==> src/rtl/cbus_arbiter.sv <==
// Arbitrates an instruction bus and a data bus onto a single memory port.
// One transaction is in flight at a time. Its request fields are latched when it is granted.
module cbus_arbiter #(
  parameter bit FIXED_DPRI = 1'b0
) (
  input  logic        clk,
  input  logic        reset,
  // ibus
  input  logic        i_valid,
  input  logic [63:0] i_addr,
  output logic        i_addr_ok,
  output logic        i_data_ok,
  output logic [31:0] i_data,
  // dbus
  input  logic        d_valid,
  input  logic [63:0] d_addr,
  input  logic [2:0]  d_size,
  input  logic [7:0]  d_strobe,
  input  logic [63:0] d_wdata,
  output logic        d_addr_ok,
  output logic        d_data_ok,
  output logic [63:0] d_rdata,
  // memory
  output logic        m_valid,
  output logic        m_is_write,
  output logic [2:0]  m_size,
  output logic [63:0] m_addr,
  output logic [7:0]  m_strobe,
  output logic [63:0] m_wdata,
  input  logic        m_ready,
  input  logic        m_rvalid,
  input  logic [63:0] m_rdata,
  // debug
  output logic [2:0]  dbg_state
);

  typedef enum logic [2:0] {
    IDLE   = 3'd0,
    REQ_I  = 3'd1,
    REQ_D  = 3'd2,
    WAIT_I = 3'd3,
    WAIT_D = 3'd4
  } state_t;

  state_t state, next_state;
  logic   last_grant_d;   // 1 = dbus was granted most recently
  logic   grant_d;
  logic   load;

  // Handshakes: a requester holds x_valid until x_data_ok. The memory accepts a
  // request on a cycle where m_valid & m_ready, and answers later with a one-cycle
  // m_rvalid. x_addr_ok and x_data_ok are combinational echoes of those two events.
  always_comb begin
    next_state = state;
    grant_d    = 1'b0;
    load       = 1'b0;
    m_valid    = 1'b0;
    i_addr_ok  = 1'b0;
    d_addr_ok  = 1'b0;
    i_data_ok  = 1'b0;
    d_data_ok  = 1'b0;
    case (state)
      IDLE: begin
        grant_d = d_valid & (~i_valid | FIXED_DPRI | ~last_grant_d);
        if (i_valid | d_valid) begin
          load       = 1'b1;
          next_state = grant_d ? REQ_D : REQ_I;
        end
      end
      REQ_I: begin
        m_valid   = 1'b1;
        i_addr_ok = m_ready;
        if (m_ready) next_state = WAIT_I;
      end
      REQ_D: begin
        m_valid   = 1'b1;
        d_addr_ok = m_ready;
        if (m_ready) next_state = WAIT_D;
      end
      WAIT_I: begin
        i_data_ok = m_rvalid;
        if (m_rvalid) next_state = IDLE;
      end
      WAIT_D: begin
        d_data_ok = m_rvalid;
        if (m_rvalid) next_state = IDLE;
      end
      default: next_state = IDLE;
    endcase
  end

  always_ff @(posedge clk or negedge reset) begin
    if (!reset) begin
      state        <= IDLE;
      last_grant_d <= 1'b1;
      m_is_write   <= 1'b0;
      m_size       <= 3'd0;
      m_addr       <= 64'd0;
      m_strobe     <= 8'd0;
      m_wdata      <= 64'd0;
    end else begin
      state <= next_state;
      if (i_data_ok) last_grant_d <= 1'b0;
      if (d_data_ok) last_grant_d <= 1'b1;
      if (load) begin
        if (grant_d) begin
          m_is_write <= (d_strobe != 8'd0);
          m_size     <= d_size;
          m_addr     <= d_addr;
          m_strobe   <= d_strobe;
          m_wdata    <= d_wdata;
        end else begin
          m_is_write <= 1'b0;
          m_size     <= 3'b010;
          m_addr     <= i_addr;
          m_strobe   <= 8'd0;
          m_wdata    <= 64'd0;
        end
      end
    end
  end

  // The fetch word is selected by bit 2 of the address that was latched, not the live one.
  assign i_data    = m_addr[2] ? m_rdata[63:32] : m_rdata[31:0];
  assign d_rdata   = m_rdata;
  assign dbg_state = state;

endmodule
==> config.mk <==
export PLATFORM = sky130hd
export DESIGN_NAME = cbus_arbiter
export DESIGN_NICKNAME = d
export VERILOG_FILES = /design/src/rtl/cbus_arbiter.sv
export SDC_FILE = /design/constraint.sdc
export NUM_CORES = 1
export LEC_CHECK = 0
export ABC_AREA = 0
export ABC_CLOCK_PERIOD_IN_PS = 1510
export BUFFER_PORTS_ARGS = -buffer_cell sky130_fd_sc_hd__buf_2
export CELL_PAD_IN_SITES_DETAIL_PLACEMENT = 1
export CELL_PAD_IN_SITES_GLOBAL_PLACEMENT = 2
export CORE_AREA = 2 2 203 205
export CTS_CLUSTER_SIZE = 10
export DETAILED_ROUTE_END_ITERATION = 7
export DIE_AREA = 0 0 205 207
export GPL_TIMING_DRIVEN = 0
export PLACE_DENSITY = 0.7
export SETUP_SLACK_MARGIN = 0.1
export SLEW_MARGIN = 20
export SYNTH_ARGS = -nofsm -noshare
export SYNTH_HDL_FRONTEND = slang
export SYNTH_SLANG_ARGS = --single-unit
==> constraint.sdc <==
create_clock -name clk -period 1.51 [get_ports clk]
set_input_delay 0.0755 -clock clk [delete_from_list [all_inputs] [get_ports clk]]
set_output_delay 0.0755 -clock clk [all_outputs]
set_load 0.01 [all_outputs]
# Word level (Yosys, flattened, before mapping)
# Cells that the tools add are included.
[word_totals] ff_bits=144
[op_classes] n_mux=22 n_reduce_logical=6 n_bitwise=5 eq_ne=8
[ops] cell="$mux 64" n=2
[ops] cell="$mux 32" n=1
[ops] cell="$mux 3" n=5
[ops] cell="$pmux 3 s4" n=1
[ops] cell="$mux 1" n=11
[ops] cell="$mux 8" n=1
[ops] cell="$reduce_bool 8->1" n=1
[ops] cell="$eq 3x2->1 const B" n=2
[ops] cell="$ne 2x2->1 const B" n=3
[ops] cell="$reduce_and 4->1" n=1
[ops] cell="$reduce_or 2->1" n=2
[ops] cell="$eq 3x1->1 const B" n=1
[ops] cell="$eq 3x3->1 const B" n=1
[ops] cell="$logic_not 3->1" n=1
[ops] cell="$mux 2" n=1
[ops] cell="$ne 2x1->1 const B" n=1
[ops] cell="$not 1->1" n=2
[ops] cell="$or 1x1->1" n=2
[ops] cell="$reduce_bool 2->1" n=1
[ops] cell="$and 1x1->1" n=1

# Logic depth before layout (Yosys ltp)
# Gate-level depths: netlist (run 1).
[logic_depth] word_depth=6 depth_mapped=7

# Worst setup path before layout (run 1)
# No wires, ideal clock.
[synth_path] path_kind="register -> register" from="register state[2] (netlist: dbg_state[2])" to="register m_wdata[21]" setup_time_ns=0.066 required_time_ns=1.444 path_slack_ns=-0.077 path_stages_with_launch=8 synth_period_minus_slack_ns=1.587 arrival_ns=1.521 path_buffers=4 path_cell_list="dfrtp_1 -> buf_6 -> or3_4 -> buf_6 -> nor2_8 -> buf_8 -> buf_8 -> a22o_1"
[synth_between] elab_chain_cells=3 word_cells_on_any_way=4
[synth_rtl] element="start: declaration" line="45" text="state_t state, next_state;"
[synth_rtl] element="start signal: assignment" line="102" text="state <= next_state;"
[synth_rtl] element="$logic_not 3->1 (*)" line="62" text="case (state)"
[synth_rtl] element="$mux 1" line="62"
[synth_rtl] element="$mux 64" line="106" text="if (grant_d) begin"
[synth_rtl] element="end signal: assignment" line="111" text="m_wdata <= d_wdata;"
[synth_rtl] element="end: declaration" line="29" text="output logic [63:0] m_wdata,"
# Every way passes the cells marked *; elsewhere a longest branch is shown, timed or not.
# A chain may end at the register's enable or synchronous reset.

# Final worst setup path (run 1)
[layout_path] from="register state[2] (netlist: dbg_state[2])" to="register m_strobe[3]"
[layout_between] elab_chain_cells=3 word_cells_on_any_way=4
[layout_rtl] element="$logic_not 3->1 (*)" line="62"
[layout_rtl] element="$mux 1" line="62"
[layout_rtl] element="$mux 8" line="106"
[layout_rtl] element="end signal: assignment" line="110" text="m_strobe <= d_strobe;"
[layout_rtl] element="end: declaration" line="28" text="output logic [7:0] m_strobe,"
# Marks and branches as above.

==> results of run 1 <==
## area by class of cell
cell class | count | area share
Buffer | 127 | 0.0856
Clock buffer | 20 | 0.0293
Clock inverter | 9 | 0.00730
Inverter | 3 | 0.000739
Multi-Input combinational cell | 395 | 0.234
Sequential cell | 144 | 0.237
Tap cell | 532 | 0.0437
Timing Repair Buffer | 765 | 0.363
## report_power, final
part	switching [µW]	leakage [µW]	internal (µW)
registers	1100	0.00183	5520
logic	7950	0.00538	8320
clock network	1840	0.000269	2460
total	10900	0.00748	16300
## worst max-delay path, delay by kind of cell (launching register included)
kind / cells / cell delay [ns]
buffers and inverters: 4 / 0.61
and+or+nand+nor: 2 / 0.50
DFF: 1 / 0.39
AOI/OAI and AO/OA: 1 / 0.16
## flip-flops by register name, summed over array words and instances, names as in the netlist
register	cells
m_addr	64
m_wdata	64
m_size	3
dbg_state	3
last_grant_d	1
m_strobe	8
m_is_write	1
## placed cells by master, fill, tap and decap left out, types with 12 or more instances in the layout
cell             n
buf_4           87
clkbuf_16       31
a22o_1          75
mux2_4          31
nor2_1          67
dlygate4sd3_1  197
buf_8           17
o31ai_1         33
o21ai_2         26
buf_2          485
dfrtp_1        141
a21oi_1         19
o31ai_2         14
o21ai_1         20
buf_6           50
o31ai_4         17
a21oi_2         41
buf_12          18
o21ai_4         12
## per-stage QoR
stage          hold WS, ns  setup TNS (ns)
2_1_floorplan       -0.220           -4.73
3_3_place_gp         0.299         -360.24
3_5_place_dp       -0.0996          -64.00
4_1_cts            0.00496          -32.93
5_1_grt           -0.00744          -42.21
6_report           0.00612          -30.44
## cells by family after synthesis
| kind of cell | count (synthesis) | share of synthesized area |
|---|---|---|
| compound gates | 277 | 0.262 |
| flops | 144 | 0.512 |
| buf+inv | 132 | 0.121 |
| simple gates | 85 | 0.0536 |
| mux | 32 | 0.0511 |
| xor+xnor | 1 | 0.00124 |
## layer usage
metal / global-route usage / vias up / wire [µm]
met4: 0.0767 / 0 / 1360
met1: 0.213 / 4335 / 16500
met2: 0.346 / 378 / 22600
met5: 0 / - / 0
met3: 0.0340 / 81 / 2360
li1: - / 3948 / -
## worst max-delay path by stage
stage / cells past startpoint / startpoint / slack [ns] / endpoint
2_1_floorplan: 7 / dbg_state[2] / -0.05 / m_wdata[21]
3_3_place_gp: 1 / reset / -2.09 / m_addr[2]
3_5_place_dp: 6 / i_valid / -0.55 / m_addr[0]
4_1_cts: 7 / dbg_state[2] / -0.26 / m_wdata[60]
5_1_grt: 7 / dbg_state[0] / -0.33 / m_addr[50]
6_report: 7 / dbg_state[2] / -0.24 / m_strobe[3]
## repair_timing
action / CTS / global route
hold buffers: 197 / 0
setup endpoints to repair: 179 / 178
gates cloned: 10 / 10
endpoints found under the hold margin: 228 / 0
gates resized for setup: 304 / 165
pin swaps: 30 / 55
setup buffers: 17 / 17
==> metrics.yaml, run 1 <==
result_of_the_run: "complete, but fails checks"
failed_checks: "setup timing"
total_congestion_overflow_after_global_routing: 0
rr_worst_depth: 7
grt.total_usage: 0.189
synthTopCellsByCount: "143 x dfrtp_1, 75 x a22o_1, 68 x a21oi_1, 67 x nor2_1, 66 x buf_4"
first_pass_iters: 5
place_worst_setup_slack_ns: -0.547
worst_hold_path_type: "input port to register"
regToRegSetupSlack_ns: -0.24
timing.final.hold_violations: 0
detailroute.via_count: 8742
rsz_0062_raised_after_global_routing: "yes"
path_common_cell: "buf_12"
worst_ir_drop_vdd_mv: 0.847
ioPinCount: 517
reg2reg_to: "m_strobe[3]"
placement_rows: 74
synth.largest_area_cell: "dfrtp_1"
detail_route.wirelength_um: 42900
critical_path.max_fanout: 10
fin_crit_ns: 1.75
die-height_um: 207
timing.critical_path.cells: "buf_6 > or3_4 > buf_12 > nor2_8 > buf_12 > buf_8 > a22o_1"
critPathLaunchType: "register"
final_layout_size_suffix_gt1_frac: 0.602
synth_cells: 671
min_delay_worst_endpoint: "m_addr[63]"
total_leakage_power_uw: 0.00748
clk_root_buffer_cell: "clkbuf_16"
crit_path_max_delay_cell_type: "dfrtp_1"
coreArea_mm2: 0.0404
max-slew-margin-rel: 0.341
cts_tree: "yes"
final_util: 0.378
fillCellCount: 4563
seq_area_mm2: 0.00361
clock_latency_ns: 0.44
hpwl_after_dpl_um: 28300
post_synthesis_to_final_layout_area_growth_pct: 116
critical_path.endpoint_type: "register"
antenna_cells: 0
placedCellCount: 1721
critPathKind: "register to register"
grt_antenna_before_repair: 2
pwr_density_cell_mw_per_mm2: 1780
cts_sinks: 144
place_congestion: 0.760
timing.final.ws_setup_ns: -0.242
timing.critical_path.required_ns: 1.88
hold_path.startpoint: "i_addr[63]"
drcViolationCount: 0
synth_cell_types: 32
synthesis.nets: 944
setup-violations-final: 177
worst_hold_path.num_cells: 3
synthesis.area_per_instance_um2: 10.5
postPlaceCellArea_mm2: 0.0104
wl_per_cell_um: 21.5
slew_violations: 0
initial_core_util: 0.175
crit_path_max_incr_delay_ns: 0.39
fin_crit_sh: 1.16
area_of_combinational_cells_with_multiple_inputs_mm2: 0.00357
synth_enable_flop_cells: 0
grt_first_pass_wirelength_um: 60000
synthesis.area_mm2: 0.00705
yosysWarnings: 0
tightest_slew_ns: 0.989
route.antenna.remaining_nets: 0
maxCapViolCount: 0
clock_skew_ns: 0.0106
worstReg2RegStart: "dbg_state[2]"
post-synth-top-count-cell: "dfrtp_1"
cp_data_arrival_time_ns: 2.12
maximum_count_of_clock_buffers_along_a_single_path: 2
cts.reportedPaths.clkPinSlew_ns: 0.07
maximum_level_of_the_cts_h_tree: 4
max_clock_freq_ghz: 0.571
cts-buffers-inserted: 17
detailedRoute.firstIterationViolations: 307
design.die.area_mm2: 0.0424
post_layout_nonfiller_instances: 1995
yosys_most_used_dff: "dfrtp_1"
synth_top_cell_area_share: 0.508
asyncSetResetFlopFracSynth: 1.00
synth_seq_cells: 144
finalInstanceArea_mm2: 0.0152
final_nets: 1726
viasPerCell: 4.38
first_global_vias: 9531
die_width_um: 205
synth.top_cells.by_area: "dfrtp_1 51%, a22o_1 9.3%, buf_4 7.0%"
portion_of_the_post_synthesis_area_used_by_sequential_elements: 0.512
port_buffers: 516
power.total_uw: 27200
grt_max_degree: 74
Note: power is estimated with default switching activity, not from simulation.
==> run 2: changes to the inputs <==
CORE_AREA = not set   (was 2 2 203 205)
CORE_ASPECT_RATIO = 0.5   (was not set)
CORE_UTILIZATION = 20   (was not set)
DIE_AREA = not set   (was 0 0 205 207)
PLACE_DENSITY = 0.78   (was 0.7)
==> run 2 against run 1 <==
Net effect: the flow still finishes with violations (setup timing); register-to-register slack worse by 0.12 ns; die area is 15% lower; via count is 5.3% higher; critical endpoint is now d_addr_ok; sequential share of layout area is 2.1 points lower; combinational power is 23% higher.
==> metrics.yaml, run 2 (same netlist as run 1, synthesis figures left out) <==
max_clock_freq_ghz: 0.535
pwr_density_cell_mw_per_mm2: 1920
rsz_0062_raised_after_global_routing: "yes"
first_pass_iters: 4
result_of_the_run: "complete, but fails checks"
grt_max_degree: 87
timing.final.hold_violations: 0
p_switching_uw: 13100
path_common_cell: "buf_6"
initial_core_util: 0.204
worst_ir_drop_vdd_mv: 1.09
fin_crit_sh: 1.24
tightest_slew_ns: 1.06
grt_first_pass_wirelength_um: 63900
critical_path.endpoint_type: "output port"
combinational_power_share: 0.627
viasPerCell: 4.67
placedCellCount: 1663
die_width_um: 267
port_buffers: 516
place_congestion: 0.871
first_global_vias: 10100
setup_total_negative_slack_ns: -43.00
ioPinCount: 517
route.antenna.remaining_nets: 0
critical_path.max_fanout: 4
cts-buffers-inserted: 17
power.share.switching: 0.410
maximum_count_of_clock_buffers_along_a_single_path: 2
final_util: 0.483
cts_sinks: 144
biggestRegsByFlops: "m_addr (64), m_wdata (64), m_strobe (8)"
total_leakage_power_uw: 0.00801
final_cell_mix: "482 x buf_2, 196 x dlygate4sd3_1, 142 x dfrtp_1"
slew_violations: 0
maximum_level_of_the_cts_h_tree: 4
share_of_power_burned_in_the_clock_network: 0.156
post_synthesis_to_final_layout_area_growth_pct: 137
critPathKind: "register to output port"
setup-violations-final: 179
maxCapViolCount: 0
detailedRoute.firstIterationViolations: 516
total_congestion_overflow_after_global_routing: 0
coreArea_mm2: 0.0346
post_layout_nonfiller_instances: 1971
clock_latency_ns: 0.45
design.die.area_mm2: 0.0360
cts_tree: "yes"
final_nets: 1750
timing.final.ws_setup_ns: -0.360
wl_per_cell_um: 24.5
cellInternalPower_uw: 18900
layout.cells.most_common: "buf_2"
crit_path_max_delay_cell_type: "dfrtp_1"
fin_crit_ns: 1.87
grt_antenna_before_repair: 7
critPathLaunchType: "register"
seq_power_share: 0.217
drcViolationCount: 0
detail_route.wirelength_um: 48300
placement_rows: 48
cp_data_arrival_time_ns: 1.79
max-slew-margin-rel: 0.290
final_layout_size_suffix_gt1_frac: 0.650
crit_path_max_incr_delay_ns: 0.41
timing.critical_path.cells: "buf_6 > buf_4 > buf_6 > nor2b_4 > nand2_2 > nor2_1 > buf_2"
clk_root_buffer_cell: "clkbuf_16"
die-height_um: 135
worst_hold_path_type: "input port to register"
detailroute.via_count: 9207
cts.reportedPaths.clkPinSlew_ns: 0.07
timing.critical_path.required_ns: 1.43
grt.total_usage: 0.239
failed_checks: "setup timing"
clock_skew_ns: 0.0121
hpwl_after_dpl_um: 28200
## run 2: cell types whose count changed in the layout (fill, tap and decap cells not counted), sizes merged, moves of 2 or more
cell    change
buf        +14
diode       +7
clkbuf      +7
bufinv      +3
clkinv      -2
bufbuf      +3
## run 2: cell type report
cell class	count	area, µm²
multi-input cells	395	4400
inverters	3	11.3
well taps	475	594
diodes	7	17.5
clock inverters	11	203
fillers	3773	17900
repair buffers	787	5940
plain buffers	129	1490
clock buffers	20	457
flip-flops and latches	144	3610
## run 2: path summary, 6_finish.rpt
check / start / to / slack, ns / cells past startpoint
max in group asynchronous: reset / last_grant_d / 0.45 / 3
worst max register to register: dbg_state[2] / m_wdata[41] / -0.36 / 7
worst max-delay path: dbg_state[2] / d_addr_ok / -0.36 / 7
worst min register to register: m_wdata[13] / m_wdata[13] / 0.50 / 1
worst min-delay path: i_addr[11] / m_addr[11] / 0.03 / 3
min in group asynchronous: reset / m_wdata[3] / 0.25 / 2
## run 2: layer usage
layer  vias to the layer above  wire length, µm  global-route usage
met5                         -                0                   0
met1                      4733            18900               0.276
met3                       121             1500              0.0357
met2                       330            25800               0.434
li1                       4023                -                   -
met4                         0             2130               0.119
## run 2: metrics by stage
stage	total power [µW]	area, µm²	setup WS [ns]	hold WS [ns]
global placement	16100	10200	-1.90	0.300
floorplan	11800	7060	-0.0517	-0.220
detailed placement	16500	10300	-0.512	0.151
global route	33200	16700	-0.440	0.00885
CTS	28800	15600	-0.248	0.000562
finish	32100	16700	-0.360	0.0292
## run 2: power groups by stage
stage | Combinational [µW] | Sequential (µW) | Clock [µW]
3_3_place_gp | 9630 | 6480 | 0
6_report | 20100 | 6960 | 4990
4_1_cts | 17000 | 6720 | 5050
5_1_grt | 20900 | 7080 | 5210
3_5_place_dp | 9920 | 6540 | 0
2_1_floorplan | 4730 | 7100 | 0
## run 2: critical path: cells and delay by family (launching register included)
| family | cells | cell delay [ns] |
|---|---|---|
| buffers and inverters | 4 | 0.60 |
| DFF | 1 | 0.41 |
| and+or+nand+nor | 3 | 0.33 |
## run 2: timing repair
item | CTS | global route
cloned | 22 | 9
hold buffers | 195 | 1
buffers inserted | 31 | 18
resized for setup | 453 | 183
hold endpoints to repair | 229 | 1
pin swaps | 85 | 58
setup endpoints to repair | 179 | 180
==> run 3: changes to the inputs <==
RECOVER_POWER = 100   (was not set)
==> run 3 against run 2 <==
Net effect: the flow still finishes with violations (setup timing); via count about the same; register-to-register slack about the same; worst setup slack worse by 0.0048 ns; global-route usage unchanged; clock skew about the same; sequential power about the same; maximum frequency down 0.25%; first-iteration DRC count down 0.78%; routed wire length up 0.19%; total power down 0.57%; critical path type unchanged; critical endpoint unchanged; largest power group unchanged.
==> metrics.yaml, run 3 (same netlist as run 1, synthesis figures left out) <==
result_of_the_run: "complete, but fails checks"
failed_checks: "setup timing"
post_layout_nonfiller_instances: 1971
cts.reportedPaths.clkPinSlew_ns: 0.07
viasPerCell: 4.67
final_util: 0.478
coreArea_mm2: 0.0346
route.antenna.remaining_nets: 0
clk_root_buffer_cell: "clkbuf_16"
maximum_count_of_clock_buffers_along_a_single_path: 2
p_switching_uw: 13200
setup-violations-final: 179
biggestRegsByFlops: "m_addr (64), m_wdata (64), m_strobe (8)"
reg2reg_to: "m_wdata[41]"
cellInternalPower_uw: 18700
cts_tree: "yes"
layout.cells.most_common: "buf_2"
critical_path.endpoint_type: "output port"
combinational_power_share: 0.624
detailedRoute.firstIterationViolations: 512
die-height_um: 135
rsz_0062_raised_after_global_routing: "yes"
clock_latency_ns: 0.45
critical_path.max_fanout: 4
power.share.switching: 0.413
cts_sinks: 144
timing.critical_path.required_ns: 1.43
slew_violations: 0
design.die.area_mm2: 0.0360
grt_antenna_before_repair: 7
seq_power_share: 0.219
detailroute.via_count: 9212
pwr_density_cell_mw_per_mm2: 1930
regToRegSetupSlack_ns: -0.35
post_synthesis_to_final_layout_area_growth_pct: 135
timing.final.hold_violations: 0
max_clock_freq_ghz: 0.533
final_nets: 1750
fin_crit_ns: 1.87
rr_worst_depth: 7
grt.total_usage: 0.239
setup_total_negative_slack_ns: -42.82
die_width_um: 267
grt_max_degree: 87
maximum_level_of_the_cts_h_tree: 4
worst_setup_path_endpoint: "d_addr_ok"
share_of_power_burned_in_the_clock_network: 0.157
clock_skew_ns: 0.0123
total_congestion_overflow_after_global_routing: 0
placedCellCount: 1663
fin_crit_sh: 1.24
first_global_vias: 10100
critPathKind: "register to output port"
ioPinCount: 517
cts-buffers-inserted: 17
worstReg2RegStart: "dbg_state[2]"
final_layout_size_suffix_gt1_frac: 0.565
wl_per_cell_um: 24.6
initial_core_util: 0.204
max-slew-margin-rel: 0.185
tightest_slew_ns: 1.22
final_cell_mix: "356 x buf_2, 196 x dlygate4sd3_1, 142 x dfrtp_1"
critPathLaunchType: "register"
port_buffers: 516
placement_rows: 48
critPathLaunch: "dbg_state[2]"
place_congestion: 0.871
worst_hold_path_type: "input port to register"
hpwl_after_dpl_um: 28200
maxCapViolCount: 0
worst_ir_drop_vdd_mv: 1.09
detail_route.wirelength_um: 48400
timing.final.ws_setup_ns: -0.365
first_pass_iters: 4
cp_data_arrival_time_ns: 1.80
total_leakage_power_uw: 0.00762
grt_first_pass_wirelength_um: 63900
drcViolationCount: 0
[run 3: changes by cell type in the layout (fill, tap and decap cells not counted)]
cell	previous run	this run
buf_2	482	356
buf_8	22	21
clkbuf_1	3	129
buf_4	88	89
[run 3: per-stage QoR]
step / instance area, µm² / hold WS [ns] / power, µW / worst slack [ns]
6_report: 16500 / 0.0281 / 31900 / -0.365
5_1_grt: 16500 / 0.00885 / 33000 / -0.440
2_1_floorplan: 7060 / -0.220 / 11800 / -0.0517
3_5_place_dp: 10300 / 0.151 / 16500 / -0.512
4_1_cts: 15600 / 0.000562 / 28800 / -0.248
3_3_place_gp: 10200 / 0.300 / 16100 / -1.90
[run 3: area by class of cell]
class,instances,area [µm²]
Clock buffer,20,457
Buffer,129,1490
Antenna cell,7,17.5
Fill cell,3841,18000
Timing Repair Buffer,787,5770
Clock inverter,11,203
Tap cell,475,594
Sequential cell,144,3610
Inverter,3,11.3
Multi-Input combinational cell,395,4400
[run 3: layer usage]
metal / wire, µm / global-route usage / up-vias
met4: 2130 / 0.119 / 0
li1: - / - / 4022
met2: 25800 / 0.434 / 344
met1: 18700 / 0.276 / 4725
met3: 1770 / 0.0357 / 121
met5: 0 / 0 / -
[run 3: worst min-delay path by stage]
| stage | start | endpoint | slack (ns) | depth (start not counted) |
|---|---|---|---|---|
| floorplan | reset | dbg_state[0] | -0.22 | 0 |
| detailed placement | reset | m_wdata[41] | 0.15 | 1 |
| CTS | d_addr[37] | m_addr[37] | 0.0006 | 3 |
| global route | i_addr[11] | m_addr[11] | 0.009 | 3 |
| global placement | d_wdata[36] | m_wdata[36] | 0.30 | 2 |
| finish | i_addr[11] | m_addr[11] | 0.03 | 3 |
[run 3: power by group through the flow]
stage | Combinational (µW) | Clock [µW] | Sequential, µW
finish | 19900 | 5000 | 6980
global route | 20700 | 5210 | 7100
CTS | 17000 | 5050 | 6720
detailed placement | 9920 | 0 | 6540
global placement | 9630 | 0 | 6480
floorplan | 4730 | 0 | 7100
[run 3: critical path, stage by stage (launching register included)]
cell     delay [ns]
dfrtp_1        0.41
buf_6          0.15
buf_4          0.14
buf_6          0.13
nor2b_4        0.13
nand2_2        0.06
nor2_1         0.14
buf_2          0.18
[run 3: timing repair]
action / 4_1_cts / 5_1_grt
cloned: 22 / 9
hold endpoints to repair: 229 / 1
resized for setup: 453 / 183
pin swaps: 85 / 58
setup buffers: 31 / 18
hold buffers: 195 / 1
endpoints found under the setup margin: 179 / 180
